--- src/rtl/pc_pkg.sv ---
// Shared encodings for the PC / branch unit: condition codes, flag positions,
// run/halt state and 2-bit branch counter values.
package pc_pkg;

  localparam logic [2:0] CC_NE  = 3'b000;
  localparam logic [2:0] CC_EQ  = 3'b001;
  localparam logic [2:0] CC_GT  = 3'b010;
  localparam logic [2:0] CC_LT  = 3'b011;
  localparam logic [2:0] CC_GE  = 3'b100;
  localparam logic [2:0] CC_LE  = 3'b101;
  localparam logic [2:0] CC_VS  = 3'b110;
  localparam logic [2:0] CC_UNC = 3'b111;

  localparam int unsigned FLAG_Z = 2;
  localparam int unsigned FLAG_V = 1;
  localparam int unsigned FLAG_N = 0;

  typedef enum logic {
    ST_RUN  = 1'b0,
    ST_HALT = 1'b1
  } pc_state_e;

  localparam logic [1:0] CTR_SNT = 2'b00;
  localparam logic [1:0] CTR_WNT = 2'b01;
  localparam logic [1:0] CTR_WT  = 2'b10;
  localparam logic [1:0] CTR_ST  = 2'b11;

endpackage

--- src/rtl/branch_cond_eval.sv ---
// Combinational branch condition check: condition code + {Z,V,N} flags -> taken.
module branch_cond_eval
  import pc_pkg::*;
(
  input  logic [2:0] ccc_i,
  input  logic [2:0] flags_i,
  output logic       taken_c
);

  logic z, v, n;

  always_comb begin : eval
    z       = flags_i[FLAG_Z];
    v       = flags_i[FLAG_V];
    n       = flags_i[FLAG_N];
    taken_c = 1'b0;
    case (ccc_i)
      CC_NE:   taken_c = !z;
      CC_EQ:   taken_c = z;
      CC_GT:   taken_c = !z && !n;
      CC_LT:   taken_c = n;
      CC_GE:   taken_c = z || (!z && !n);
      CC_LE:   taken_c = n || z;
      CC_VS:   taken_c = v;
      default: taken_c = 1'b1;
    endcase
  end

endmodule

--- src/rtl/pc_branch_unit.sv ---
// Fetch PC register with branch resolution and run/halt control.
// Define PC_BHT_EN to add a direct-mapped BTB with 2-bit counters for next-fetch prediction.
module pc_branch_unit
  import pc_pkg::*;
#(
  parameter int unsigned    PC_W      = 16,
  parameter int unsigned    IMM_W     = 9,
  parameter int unsigned    BTB_DEPTH = 8,
  parameter logic [PC_W-1:0] RESET_PC = '0
) (
  input  logic              clk,
  input  logic              rst_n,
  input  logic              stall_i,
  input  logic              halt_i,
  input  logic              br_valid_i,
  input  logic [PC_W-1:0]   br_pc_i,
  input  logic [2:0]        ccc_i,
  input  logic [IMM_W-1:0]  imm_i,
  input  logic [2:0]        flags_i,
  input  logic              br_is_reg_i,
  input  logic [PC_W-1:0]   br_reg_i,
  input  logic              pred_taken_i,
  input  logic [PC_W-1:0]   pred_target_i,
  output logic [PC_W-1:0]   pc_o,
  output logic [PC_W-1:0]   pc_plus2_o,
  output logic              pred_taken_o,
  output logic [PC_W-1:0]   pred_target_o,
  output logic              redirect_o,
  output logic              flush_o,
  output logic              halted_o
);

  pc_state_e       state_q, state_d;
  logic [PC_W-1:0] pc_q, pc_d;
  logic            taken_c;
  logic [PC_W-1:0] imm_sx, br_seq, br_target, correct_next, pred_next;
  logic            redirect_c;

  branch_cond_eval u_cond (
    .ccc_i   (ccc_i),
    .flags_i (flags_i),
    .taken_c (taken_c)
  );

  // Resolve the decode-stage branch and compare against what fetch assumed.
  always_comb begin : resolve
    imm_sx       = PC_W'($signed(imm_i));
    br_seq       = br_pc_i + PC_W'(2);
    br_target    = br_is_reg_i ? (br_reg_i & ~PC_W'(1)) : (br_seq + (imm_sx << 1));
    correct_next = taken_c ? br_target : br_seq;
    pred_next    = pred_taken_i ? pred_target_i : br_seq;
    redirect_c   = br_valid_i && (correct_next != pred_next);
  end

  assign pc_o       = pc_q;
  assign pc_plus2_o = pc_q + PC_W'(2);

  always_ff @(posedge clk or negedge rst_n) begin : state_reg
    if (!rst_n) state_q <= ST_RUN;
    else        state_q <= state_d;
  end

  // A redirect means any halt came from a wrong-path fetch, so it always resumes.
  always_comb begin : next_state
    state_d = state_q;
    if (redirect_c)                                  state_d = ST_RUN;
    else if (state_q == ST_RUN && halt_i && !stall_i) state_d = ST_HALT;
  end

  always_comb begin : state_outputs
    redirect_o = redirect_c;
    flush_o    = redirect_c;
    halted_o   = (state_q == ST_HALT);
  end

  always_ff @(posedge clk or negedge rst_n) begin : pc_reg
    if (!rst_n) pc_q <= RESET_PC;
    else        pc_q <= pc_d;
  end

  // Redirect outranks stall and halt; otherwise follow the fetch prediction.
  always_comb begin : next_pc
    pc_d = pc_q;
    if (redirect_c)                           pc_d = correct_next;
    else if (!stall_i && state_q == ST_RUN)   pc_d = pred_target_o;
  end

`ifdef PC_BHT_EN
  localparam int unsigned IDX_W = $clog2(BTB_DEPTH);
  localparam int unsigned TAG_W = PC_W - IDX_W - 1;

  logic [BTB_DEPTH-1:0] vld_q, vld_d;
  logic [TAG_W-1:0]     tag_q [BTB_DEPTH];
  logic [TAG_W-1:0]     tag_d [BTB_DEPTH];
  logic [PC_W-1:0]      tgt_q [BTB_DEPTH];
  logic [PC_W-1:0]      tgt_d [BTB_DEPTH];
  logic [1:0]           ctr_q [BTB_DEPTH];
  logic [1:0]           ctr_d [BTB_DEPTH];
  logic [IDX_W-1:0]     lk_idx, up_idx;
  logic [TAG_W-1:0]     lk_tag, up_tag;
  logic                 lk_hit, up_hit;

  always_comb begin : btb_lookup
    lk_idx        = pc_q[IDX_W:1];
    lk_tag        = pc_q[PC_W-1:IDX_W+1];
    lk_hit        = vld_q[lk_idx] && (tag_q[lk_idx] == lk_tag);
    pred_taken_o  = lk_hit && ctr_q[lk_idx][1];
    pred_target_o = pred_taken_o ? tgt_q[lk_idx] : pc_plus2_o;
  end

  // Train on every resolved branch, stalled or not; allocate only on taken.
  always_comb begin : btb_update
    vld_d  = vld_q;
    tag_d  = tag_q;
    tgt_d  = tgt_q;
    ctr_d  = ctr_q;
    up_idx = br_pc_i[IDX_W:1];
    up_tag = br_pc_i[PC_W-1:IDX_W+1];
    up_hit = vld_q[up_idx] && (tag_q[up_idx] == up_tag);
    if (br_valid_i) begin
      if (up_hit) begin
        if (taken_c) begin
          tgt_d[up_idx] = br_target;
          if (ctr_q[up_idx] != CTR_ST) ctr_d[up_idx] = ctr_q[up_idx] + 2'd1;
        end else if (ctr_q[up_idx] != CTR_SNT) begin
          ctr_d[up_idx] = ctr_q[up_idx] - 2'd1;
        end
      end else if (taken_c) begin
        vld_d[up_idx] = 1'b1;
        tag_d[up_idx] = up_tag;
        tgt_d[up_idx] = br_target;
        ctr_d[up_idx] = CTR_WT;
      end
    end
  end

  always_ff @(posedge clk or negedge rst_n) begin : btb_regs
    if (!rst_n) begin
      vld_q <= '0;
      for (int i = 0; i < int'(BTB_DEPTH); i++) begin
        tag_q[i] <= '0;
        tgt_q[i] <= '0;
        ctr_q[i] <= CTR_WNT;
      end
    end else begin
      vld_q <= vld_d;
      tag_q <= tag_d;
      tgt_q <= tgt_d;
      ctr_q <= ctr_d;
    end
  end
`else
  always_comb begin : static_pred
    pred_taken_o  = 1'b0;
    pred_target_o = pc_plus2_o;
  end
`endif

endmodule

--- config.mk ---
export PLATFORM = sky130hd
export DESIGN_NAME = pc_branch_unit
export DESIGN_NICKNAME = d
export VERILOG_FILES = /design/src/rtl/pc_pkg.sv /design/src/rtl/branch_cond_eval.sv /design/src/rtl/pc_branch_unit.sv
export SDC_FILE = /design/constraint.sdc
export NUM_CORES = 1
export LEC_CHECK = 0
export CORE_UTILIZATION = 41
export DETAILED_ROUTE_END_ITERATION = 10
export GPL_ROUTABILITY_DRIVEN = 0
export PLACE_DENSITY_LB_ADDON = 0.05
export SKIP_CTS_REPAIR_TIMING = 1
export SLEW_MARGIN = 20
export SYNTH_ARGS = -nofsm -noshare
export SYNTH_HDL_FRONTEND = slang
export SYNTH_SLANG_ARGS = --single-unit
--- constraint.sdc ---
create_clock -name clk -period 5 [get_ports clk]
set_input_delay 1 -clock clk [delete_from_list [all_inputs] [get_ports clk]]
set_output_delay 1 -clock clk [all_outputs]
set_load 0.02 [all_outputs]
=== Word level (Yosys, flattened, before mapping) ===
Index checks and enable logic that the tools add are counted.
W data, S select, Z words.

* Register bits: 17
* Logic and storage cells: 34
* Output and inout bits: 52

* Add/sub/neg operators: 3
* Reductions and logical operators: 13
* Bitwise logic cells: 1
* Equal/unequal tests: 7
* Mux-type cells: 8

{| class="wikitable"
|+ Operators by type and width
! operator !! count
|-
| $mux W16 || 5
|-
| $add A16 B2 Y16 const B || 2
|-
| $add A16 B16 Y16 || 1
|-
| $ne A16 B16 Y1 || 1
|-
| $eq A3 B3 Y1 const B || 3
|-
| $pmux W1 S7 || 1
|-
| $eq A3 B2 Y1 const B || 2
|-
| $logic_and A1 B1 Y1 || 5
|-
| $reduce_bool A2 Y1 || 2
|-
| $eq A3 B1 Y1 const B || 1
|-
| $logic_not A1 Y1 || 3
|-
| $logic_not A3 Y1 || 1
|-
| $logic_or A1 B1 Y1 || 2
|-
| $mux W1 || 2
|-
| $not A1 Y1 || 1
|}

=== Depth between registers and ports, before layout ===
Gate-level depths: netlist of run 1.

* Word-level depth: 8
* Gate-level depth with buffers: 19
* Depth with buffers taken out: 18

=== Hierarchy ===
Synthesis of run 1 repeated with hierarchy kept, for this count alone.

* Cell total of the unflattened synthesis: 447
* Area total of the unflattened synthesis: 3449.6 um^2

{| class="wikitable"
|+ By module, submodules not included
! module !! cells an instance !! times used !! sequential area each (um^2) !! area each (um^2)
|-
| pc_branch_unit || 439 || 1 || 425.4 || 3382.0
|-
| branch_cond_eval || 8 || 1 || 0.0 || 67.6
|}

=== Worst setup path before layout of run 1 ===
OpenSTA, ideal clock, no wires.

* Path kind: in2out
* From: input port br_pc_i[4]
* To: output port redirect_o
* Data arrival time: 4.382 ns
* Buffers on the path: 2
* Path slack: -0.382 ns
* Stages on the path: 17
* Path through: buf_2 nand4_2 or3_4 xnor2_1 ha_1 o21a_1 a21oi_1 o21ai_1 xnor2_1 a221oi_1 xnor2_1 nand3_1 a211oi_2 nand4_1 o21ai_4 inv_6 buf_4

* Cells in the longest elaborated chain, start to end: 6

{| class="wikitable"
|+ Ends and longest elaborated chain
! element !! line !! source
|-
| from (decl) || pc_branch_unit.sv:16 || <nowiki>input logic [PC_W-1:0] br_pc_i,</nowiki>
|-
| $add A16 B2 Y16 * || pc_branch_unit.sv:48 || <nowiki>br_seq = br_pc_i + PC_W'(2);</nowiki>
|-
| $add A16 B16 Y16 || pc_branch_unit.sv:49 || <nowiki>br_target = br_is_reg_i ? (br_reg_i & ~PC_W'(1)) : (br_seq + (imm_sx << 1));</nowiki>
|-
| $mux W16 || pc_branch_unit.sv:49 ||
|-
| $mux W16 || pc_branch_unit.sv:50 || <nowiki>correct_next = taken_c ? br_target : br_seq;</nowiki>
|-
| $ne A16 B16 Y1 * || pc_branch_unit.sv:52 || <nowiki>redirect_c = br_valid_i && (correct_next != pred_next);</nowiki>
|-
| $logic_and A1 B1 Y1 * || pc_branch_unit.sv:52 ||
|-
| to (decl) || pc_branch_unit.sv:28 || <nowiki>output logic redirect_o,</nowiki>
|}

Mark *: on every way between the ends. The rest lies on a longest branch, timed or not.

=== Worst setup path in the final report of run 1 ===
* From: input port imm_i[1]
* To: output port redirect_o

* Cells in the longest elaborated chain, start to end: 5

{| class="wikitable"
|+ Ends and longest elaborated chain
! element !! line !! source
|-
| from (decl) || pc_branch_unit.sv:18 || <nowiki>input logic [IMM_W-1:0] imm_i,</nowiki>
|-
| $add A16 B16 Y16 || pc_branch_unit.sv:49 ||
|-
| $mux W16 || pc_branch_unit.sv:49 ||
|-
| $mux W16 || pc_branch_unit.sv:50 ||
|-
| $ne A16 B16 Y1 || pc_branch_unit.sv:52 ||
|-
| $logic_and A1 B1 Y1 || pc_branch_unit.sv:52 ||
|}

No other way between the ends.

==> summary.txt, run 1 <==
Post-Syn Instances = 408
Syn. warnings = 0
GRT met1 Usage = 27.8%
Crit. Startpoint = imm_i[1]
outcome = complete, but fails checks
Initial Util = 43.2%
grt ovf = 0
CTS tree = done
dpl hpwl = 8090 um
pre-CTS setup slack = -1.08 ns
final worst slack = -0.239 ns
Yosys reg bits = 17
Req. time, crit path = 4.00 ns
Top delay family on crit path = compound AO/OA/AOI/OAI gates
share of cells above drive strength 1 = 26.9%
clock share of power = 7.6%
number of remaining DRC errors = 0
pwr/cell area = 237 nW/um^2
skew final = 0.00109 ns
Worst path max stage delay = 0.46 ns
data arrival time of the critical path = 4.24 ns
NetSw = 0.549 mW
Top-Level Pins = 122
crit share post-route = 105%
mapped cell area = 3200 um^2
failing checks = setup timing
Die Y = 90.4 um
crit start category = input pin
switching share of power = 42.7%
GRT Resource Usage Total = 22.5%
drt pass-1 iters = 4
max_cap viols = 0
Max H-tree Level = 1
Avg WL per Cell = 13.5 um
Max VDD drop = 0.111 mV
Sink Count = 17
Synthesized Nets = 495
CTS buffer count = 3
CP Cell Sequence = clkdlybuf4s50_1, fa_2, a21o_1, a31oi_2, mux2i_1, o211ai_1, mux2_4, a221oi_2, o311ai_2, a211oi_2, nand4_1, o21ai_4, inv_6, buf_6
final setup violation count = 2
Worst-Margin Slew = 0.751 ns
starting DRC count in detailed routing = 183
largest net degree at the start of global routing = 27
fin. max-slew vios = 0
Hold Fails Final Rpt = 0
post-synthesis sequential area ratio = 13.3%
Vias = 3607
Bufs on Longest Clock Path = 2
area grow syn2layout = 69.6%
CTS clk-pin slew, worst paths = 0.06 ns
die area = 8170 um^2
Synth top area share = 13.3%
wirelength, routed = 9490 um
Hold Crit Start = pc_o[0]
ys async rst share = 100%
Synth Flop Type = dfrtp_1
worst hold path type = flip-flop to flip-flop
fin nets = 694
antenna diode count = 0
Post-synth EDFFs = 0
Crit path buffers/inverters = 3
fillers = 578
antenna-violating nets left = 0
layer with the highest usage = met2
initial antenna violation count = 0
met3 GRT Util = 2.61%
vias in the first global route = 3411
Slew HR = 49.7%
kind of critical path = input pin to output pin
cell at the slowest stage of the critical path = clkdlybuf4s50_1
Fin Setup TNS = -0.477 ns
Int Pwr = 0.737 mW
met2 usage = 42.1%
Core ar. = 7410 um^2
post-synthesis cell type count = 64
# rows = 31
vias per cell = 5.12
I/O Buffers = 119
average size of a mapped cell = 7.85 um^2
unrepaired setup endpoints after global routing = true
root buf cell = clkbuf_8
leading area contributor after synthesis = dfrtp_1
Static Leakage = 2.42 nW
achievable clock frequency = 191 MHz
Max FO, Critical Path = 3
Worst Setup End Kind = output pin
Flop pwr share = 17.1%
worst flop-to-flop path startpoint = pc_o[1]
clock latency on the worst-skew pair = 0.25 ns
logic gate share of total power = 75.3%
global-route wire length before repair = 15300 um
Die X-Extent = 90.4 um
Area contributors post-synth = dfrtp_1 (13%), mux2i_1 (10%), xor2_1 (9.6%), xnor2_1 (9.0%), ha_1 (6.3%)
Final min period = 5.24 ns
==> synth_stat cells, drive strengths merged (3+ instances only) <==
cell,number
a221oi,4
nand4,7
nand3,15
o221ai,3
inv,16
o21a,6
o211ai,3
a21o,5
nor3,8
o21ai,24
nor2,22
nor2b,6
nand2,40
dfrtp,17
mux2i,33
xnor2,34
o311ai,4
a21oi,22
ha,16
and3,7
a211o,3
mux2,8
nand2b,4
clkbuf,7
buf,27
a211oi,3
xor2,35
==> cell usage in the layout, fill, tap and decap left out, types with 4 or more instances in the layout <==
| cell | count |
|---|---|
| a21o_1 | 5 |
| a21oi_1 | 21 |
| and3_1 | 7 |
| buf_4 | 107 |
| buf_6 | 6 |
| clkdlybuf4s50_1 | 107 |
| dfrtp_1 | 17 |
| dlymetal6s2s_1 | 6 |
| ha_1 | 10 |
| ha_4 | 5 |
| inv_1 | 15 |
| mux2_2 | 5 |
| mux2i_1 | 33 |
| nand2_1 | 39 |
| nand2b_1 | 4 |
| nand3_1 | 13 |
| nand4_1 | 6 |
| nor2_1 | 19 |
| nor2b_1 | 6 |
| nor3_1 | 8 |
| o21a_1 | 6 |
| o21ai_0 | 15 |
| o21ai_1 | 6 |
| xnor2_1 | 29 |
| xnor2_2 | 4 |
| xor2_1 | 33 |
==> final timing paths <==
kind	endpoint	slack, ns	cells past startpoint
setup / recovery	redirect_o	-0.24	14
hold / removal	pc_o[0]	0.58	1
setup reg to reg	pc_o[14]	2.60	9
hold reg to reg	pc_o[0]	0.58	1
max in group asynchronous	pc_o[12]	3.35	1
min in group asynchronous	pc_o[3]	1.19	1
==> state kept, by name, indices dropped and copies added (netlist names) <==
register  count
halted_o      1
pc_o         16
==> power groups by stage <==
stage          Clock, mW  Sequential [mW]  Combinational, mW
3_5_place_dp           0            0.221              0.941
2_1_floorplan          0            0.253              0.515
4_1_cts            0.103            0.219              0.945
3_3_place_gp           0            0.220              0.926
6_report          0.0980            0.219              0.968
5_1_grt            0.109            0.226               1.04
==> cell type report <==
cell class,count,area [um^2],share of cell area (%)
clock buffer,4,45.0,0.830
multi-input combinational,341,2740,50.5
timing repair buffer,228,2030,37.4
sequential,17,425,7.84
tap,99,124,2.28
inverter,16,65.1,1.20
==> cell families (layout without fill, tap and decap cells) <==
kind of cell | after synthesis | after routing | synth area share [%]
AOI/OAI and AO/OA | 96 | 96 | 20.7
and+or+nand+nor | 117 | 117 | 17.9
xor gates and xnor gates | 69 | 69 | 19.1
muxes | 41 | 41 | 13.4
adders and majority gates | 17 | 17 | 6.88
DFF | 17 | 17 | 13.3
buffers and inverters | 50 | 248 | 8.68
other | 1 | 1 | 0.117
==> per-layer routing <==
metal | wire length, um | share of wire [%]
met1 | 4200 | 44
met2 | 4860 | 51
met3 | 373 | 3.9
met4 | 55 | 0.58
met5 | 0 | 0
==> through the flow <==
stage                     std cells  power [mW]  cell area (um^2)  hold slack, ns  util [%]
after detailed placement        692        1.16              5200           0.570      70.2
after global placement          692        1.15              5200           0.571      70.2
final                           705        1.29              5430           0.582      73.3
after CTS                       696        1.27              5250           0.593      70.8
after floorplan                 408       0.768              3360           0.661         -
after global routing            705        1.37              5430           0.599      73.3
Note: power is estimated with default switching activity, not from simulation.
==> run 2, diff against run 1 <==
- CORE_MARGIN: default -> 1
- PLACE_DENSITY: default -> 0.89
- PLACE_DENSITY_LB_ADDON: 0.05 -> default
==> run 2 against run 1 <==
Worst setup slack got worse by 0.062 ns. Utilization increased by 1.8 points. The run still ends with setup timing left. Flip-flop and latch count unchanged. Hold slack got worse by 0.0026 ns. Sequential share of layout area decreased by 0.19 points. Die area unchanged. Power increased by 3.5%. Largest power group unchanged. Clock-buffer cell count unchanged.
==> summary.txt, run 2 (synthesis gave the netlist of run 1 again) <==
Bufs on Longest Clock Path = 2 (unchanged)
Sink Count = 17 (unchanged)
vias in the first global route = 3791 (+11%)
fin. max-slew vios = 0 (unchanged)
NetSw = 0.583 mW (+6.2%)
pre-CTS setup slack = -1.17 ns (-0.0919 ns)
fillers = 452 (-22%)
crit start category = input pin
# rows = 31 (unchanged)
Core ar. = 7410 um^2 (unchanged)
I/O Buffers = 119 (unchanged)
largest net degree at the start of global routing = 22 (-19%)
fin nets = 698 (+0.58%)
final worst slack = -0.300 ns (-0.0616 ns)
Avg WL per Cell = 16.4 um (+22%)
Flop pwr share = 16.5% (-0.6 points)
clock share of power = 7.4% (-0.2 points)
Slew HR = 50.4% (+0.65 points)
vias per cell = 5.67 (+11%)
kind of critical path = input pin to output pin
Max H-tree Level = 1 (unchanged)
Vias = 4019 (+11%)
Finished Core Util = 75.1% (+1.8 points)
Die Y = 90.4 um (unchanged)
area grow syn2layout = 73.7%
achievable clock frequency = 189 MHz (-1.2%)
die area = 8170 um^2 (unchanged)
root buf cell = clkbuf_8
grt ovf = 0 (unchanged)
Req. time, crit path = 4.00 ns (about the same)
unrepaired setup endpoints after global routing = true
share of cells above drive strength 1 = 29.0% (+2.1 points)
commonest non-fill, non-tap cell in the layout = buf_4
CTS clk-pin slew, worst paths = 0.06 ns (about the same)
Int Pwr = 0.748 mW (+1.5%)
Max FO, Critical Path = 4 (+1)
number of remaining DRC errors = 0 (unchanged)
Max VDD drop = 0.123 mV (+11%)
sequential cell area = 425 um^2 (unchanged)
antenna-violating nets left = 0 (unchanged)
worst hold path type = flip-flop to flip-flop
initial antenna violation count = 0 (unchanged)
data arrival time of the critical path = 4.30 ns (+0.06 ns)
Final min period = 5.30 ns (+0.0616 ns)
clock latency on the worst-skew pair = 0.25 ns (about the same)
drt pass-1 iters = 5 (+1)
crit share post-route = 106% (+1.2 points)
switching share of power = 43.8% (+1.1 points)
final setup violation count = 2 (unchanged)
commonest non-fill, non-tap cells in the layout = buf_4 (112), clkdlybuf4s50_1 (105), nand2_1 (39), mux2i_1 (33), xor2_1 (32)
Static Leakage = 2.44 nW (+0.76%)
CTS buffer count = 3 (unchanged)
Worst Setup End Kind = output pin
total power = 1.33 mW (+3.5%)
dpl hpwl = 8870 um (+9.6%)
pwr/cell area = 239 nW/um^2 (+1.0%)
GRT Resource Usage Total = 25.1% (+2.6 points)
global-route wire length before repair = 17000 um (+11%)
logic gate share of total power = 76.0% (+0.7 points)
CTS tree = done
outcome = complete, but fails checks
starting DRC count in detailed routing = 292 (+60%)
Die X-Extent = 90.4 um (unchanged)
max_cap viols = 0 (unchanged)
antenna diode count = 0 (unchanged)
Hold Fails Final Rpt = 0 (unchanged)
Worst-Margin Slew = 0.742 ns (-0.00930 ns)
wirelength, routed = 11600 um (+22%)
Initial Util = 43.2% (unchanged)
failing checks = setup timing
Multi-input gate area = 2860 um^2 (+4.3%)
number of flip-flops in the largest register = 16 (unchanged)
Top-Level Pins = 122 (unchanged)
skew final = 0.00231 ns (+0.00122 ns)
run 2: changes by cell type in the layout (fill, tap and decap cells not counted), sizes merged:
cell	before	now
dlymetal6s2s	6	5
clkbuf	6	8
clkdlybuf4s50	107	105
buf	113	118
run 2: worst max-delay path: stages:
cell,delay (ns)
buf_4,0.10
buf_6,0.11
nand4_1,0.22
nor2_2,0.20
nand4_1,0.14
xnor2_2,0.23
ha_1,0.27
a21o_1,0.23
a31o_4,0.22
a221oi_2,0.27
xor2_1,0.24
o211ai_1,0.11
o21a_1,0.14
a22oi_1,0.21
nand4_1,0.17
o21ai_4,0.23
inv_6,0.06
buf_6,0.13
run 2: power groups by stage:
stage,logic [mW],clock network (mW),registers (mW)
final,1.01,0.0989,0.220
after global routing,1.07,0.109,0.227
after CTS,0.953,0.101,0.220
after detailed placement,0.948,0,0.222
after global placement,0.919,0,0.219
after floorplan,0.515,0,0.253
run 2: per-layer routing:
| layer | wire (um) | GRT usage [%] | up-vias |
|---|---|---|---|
| li1 | - | - | 1853 |
| met1 | 4410 | 28.2 | 1880 |
| met2 | 6040 | 48.2 | 240 |
| met3 | 746 | 2.10 | 46 |
| met4 | 414 | 9.81 | 0 |
| met5 | 0 | 0 | - |
run 2: worst paths after layout:
| check | start | to | slack (ns) | cells past startpoint |
|---|---|---|---|---|
| setup / recovery | br_pc_i[3] | flush_o | -0.30 | 18 |
| hold / removal | pc_o[0] | pc_o[0] | 0.58 | 1 |
| setup reg to reg | pc_o[3] | pc_o[14] | 2.53 | 9 |
| hold reg to reg | pc_o[0] | pc_o[0] | 0.58 | 1 |
| max in group asynchronous | rst_n | pc_o[8] | 3.34 | 1 |
| min in group asynchronous | rst_n | pc_o[6] | 1.19 | 1 |
run 2: cell type report:
cell class                 count  share of cell area (%)
tap                           99                    2.23
multi-input combinational    341                    51.4
inverter                      16                    1.17
clock buffer                   4                   0.810
timing repair buffer         232                    36.8
sequential                    17                    7.65
run 2: stage by stage:
| step | instances | hold WS [ns] | cell area [um^2] | TNS (ns) |
|---|---|---|---|---|
| global placement | 690 | 0.570 | 5190 | -2.33 |
| CTS | 694 | 0.588 | 5230 | -2.38 |
| finish | 709 | 0.580 | 5560 | -0.600 |
| global route | 709 | 0.628 | 5560 | -0.789 |
| detailed placement | 690 | 0.561 | 5190 | -4.08 |
| floorplan | 408 | 0.661 | 3360 | -0.0804 |
==> run 3, diff against run 2 <==
- CELL_PAD_IN_SITES_DETAIL_PLACEMENT: default -> 1
- CELL_PAD_IN_SITES_GLOBAL_PLACEMENT: default -> 1
- CORE_UTILIZATION: 41 -> 35
- PLACE_DENSITY: 0.89 -> 0.85
- clock period: 5 -> 6.45 ns (I/O delays scaled with it)
==> run 3 against run 2 <==
The run ends with DRC left. Sequential power is 22% lower. Clock-buffer cell count is 1 lower. Utilization is 17 points lower. Critical endpoint unchanged. Largest cell class unchanged.
==> summary.txt, run 3 (synthesis gave the netlist of run 1 again) <==
cell at the slowest stage of the critical path = clkdlybuf4s50_1
Max FO, Critical Path = 4 (unchanged)
Slew HR = 48.0% (-2.4 points)
starting DRC count in detailed routing = 141 (-52%)
Static Leakage = 2.29 nW (-6.3%)
commonest non-fill, non-tap cell in the layout = clkdlybuf4s50_1
worst hold path type = flip-flop to flip-flop
number of remaining DRC errors = 27 (+27)
root buf cell = clkbuf_8
Top delay family on crit path = compound AO/OA/AOI/OAI gates
crit start category = input pin
Top-Level Pins = 122 (unchanged)
sequential cell area = 425 um^2 (unchanged)
CTS clk-pin slew, worst paths = 0.06 ns (about the same)
Core ar. = 8810 um^2 (+19%)
clock latency on the worst-skew pair = 0.25 ns (about the same)
GRT Resource Usage Total = 25.2% (+0.094 points)
Final min period = 6.36 ns
Req. time, crit path = 5.16 ns (+1.16 ns)
largest net degree at the start of global routing = 22 (unchanged)
dpl hpwl = 10400 um (+17%)
fillers = 1059 (+130%)
Worst path max stage delay = 0.50 ns (+0.23 ns)
Die X-Extent = 97.6 um (+8.1%)
failing checks = DRC
pre-CTS setup slack = -0.646 ns (+0.523 ns)
kind of critical path = input pin to output pin
antenna diode count = 0 (unchanged)
vias in the first global route = 4071 (+7.4%)
Worst-Margin Slew = 0.777 ns (+0.0349 ns)
final worst slack = 0.0930 ns (+0.394 ns)
Initial Util = 36.4% (-6.9 points)
vias per cell = 5.54 (-2.3%)
data arrival time of the critical path = 5.07 ns (+0.77 ns)
Max VDD drop = 0.106 mV (-14%)
most used cell, CP = xor2_1
die area = 9530 um^2 (+17%)
drt pass-1 iters = 10 (+5)
fin. max-slew vios = 0 (unchanged)
Crit path buffers/inverters = 4 (unchanged)
area grow syn2layout = 59.3%
placed insts = 681 (-1.3%)
Die Y = 97.6 um (+8.1%)
Bufs on Longest Clock Path = 2 (unchanged)
grt ovf = 0 (unchanged)
commonest non-fill, non-tap cells in the layout = clkdlybuf4s50_1 (111), buf_4 (85), nand2_1 (39), xor2_1 (34), mux2i_1 (33)
share of cells above drive strength 1 = 21.5% (-7.5 points)
# rows = 34 (+9.7%)
CTS tree = done
Sink Count = 17 (unchanged)
total power = 0.996 mW (-25%)
initial antenna violation count = 0 (unchanged)
outcome = complete, but fails checks
antenna-violating nets left = 0 (unchanged)
wirelength, routed = 12800 um (+10%)
Hold Fails Final Rpt = 0 (unchanged)
number of flip-flops in the largest register = 16 (unchanged)
Max H-tree Level = 1 (unchanged)
CTS buffer count = 3 (unchanged)
Avg WL per Cell = 18.6 um (+13%)
I/O Buffers = 119 (unchanged)
Final Non-Filler Cells = 690 (-2.7%)
Worst Setup End Kind = output pin
final setup violation count = 0 (-2)
pwr/cell area = 195 nW/um^2 (-18%)
fin nets = 670 (-4.0%)
skew final = 0.00215 ns (-0.000162 ns)
Multi-input gate area = 2590 um^2 (-9.2%)
max_cap viols = 0 (unchanged)
Vias = 3823 (-4.9%)
global-route wire length before repair = 19500 um (+15%)
achievable clock frequency = 157 MHz
CP Cell Sequence = clkdlybuf4s50_1, nand4_2, or3_4, buf_4, nor2_2, xor2_1, ha_1, a31o_2, a221oi_2, xor2_1, o211ai_1, o21a_1, a22oi_1, nand4_1, o21ai_4, inv_6, buf_2
crit share post-route = 98.6%
[run 3: cell type report]
type	count	area share, %
sequential	17	8.34
inverter	16	1.28
clock buffer	3	0.810
tap	108	2.65
timing repair buffer	204	36.0
multi-input combinational	341	50.9
clock inverter	1	0.0981
[run 3: metrics by stage]
step | TNS [ns] | utilization [%] | hold slack [ns] | area (um^2)
6_report | 0 | 57.9 | 0.612 | 5100
3_5_place_dp | -1.29 | 55.8 | 0.617 | 4920
5_1_grt | -0.185 | 57.9 | 0.632 | 5100
3_3_place_gp | -0.908 | 55.8 | 0.575 | 4920
4_1_cts | -1.29 | 56.4 | 0.627 | 4960
2_1_floorplan | 0 | - | 0.661 | 3200
[run 3: where the power goes]
part	total, mW	internal (mW)	switching (mW)
registers	0.172	0.132	0.0400
logic	0.747	0.374	0.374
clock network	0.0771	0.0428	0.0343
[run 3: layer usage]
metal / share of wire (%) / vias to the layer above / wire, um / global-route usage, %
met5: 0 / - / 0 / 0
met4: 3.1 / 0 / 402 / 8.28
met3: 4.5 / 35 / 580 / 2.37
met2: 53 / 145 / 6830 / 50.8
met1: 39 / 1850 / 5020 / 26.8
li1: - / 1793 / - / -
[run 3: worst paths after layout]
kind                             from        to  slack (ns)  depth (start not counted)
hold / removal                pc_o[0]   pc_o[0]        0.61                          1
setup reg to reg              pc_o[3]  pc_o[14]        3.85                          9
max in group asynchronous       rst_n   pc_o[8]        4.52                          1
min in group asynchronous       rst_n  pc_o[15]        1.47                          1
setup / recovery           br_pc_i[7]   flush_o        0.09                         17
hold reg to reg               pc_o[0]   pc_o[0]        0.61                          1
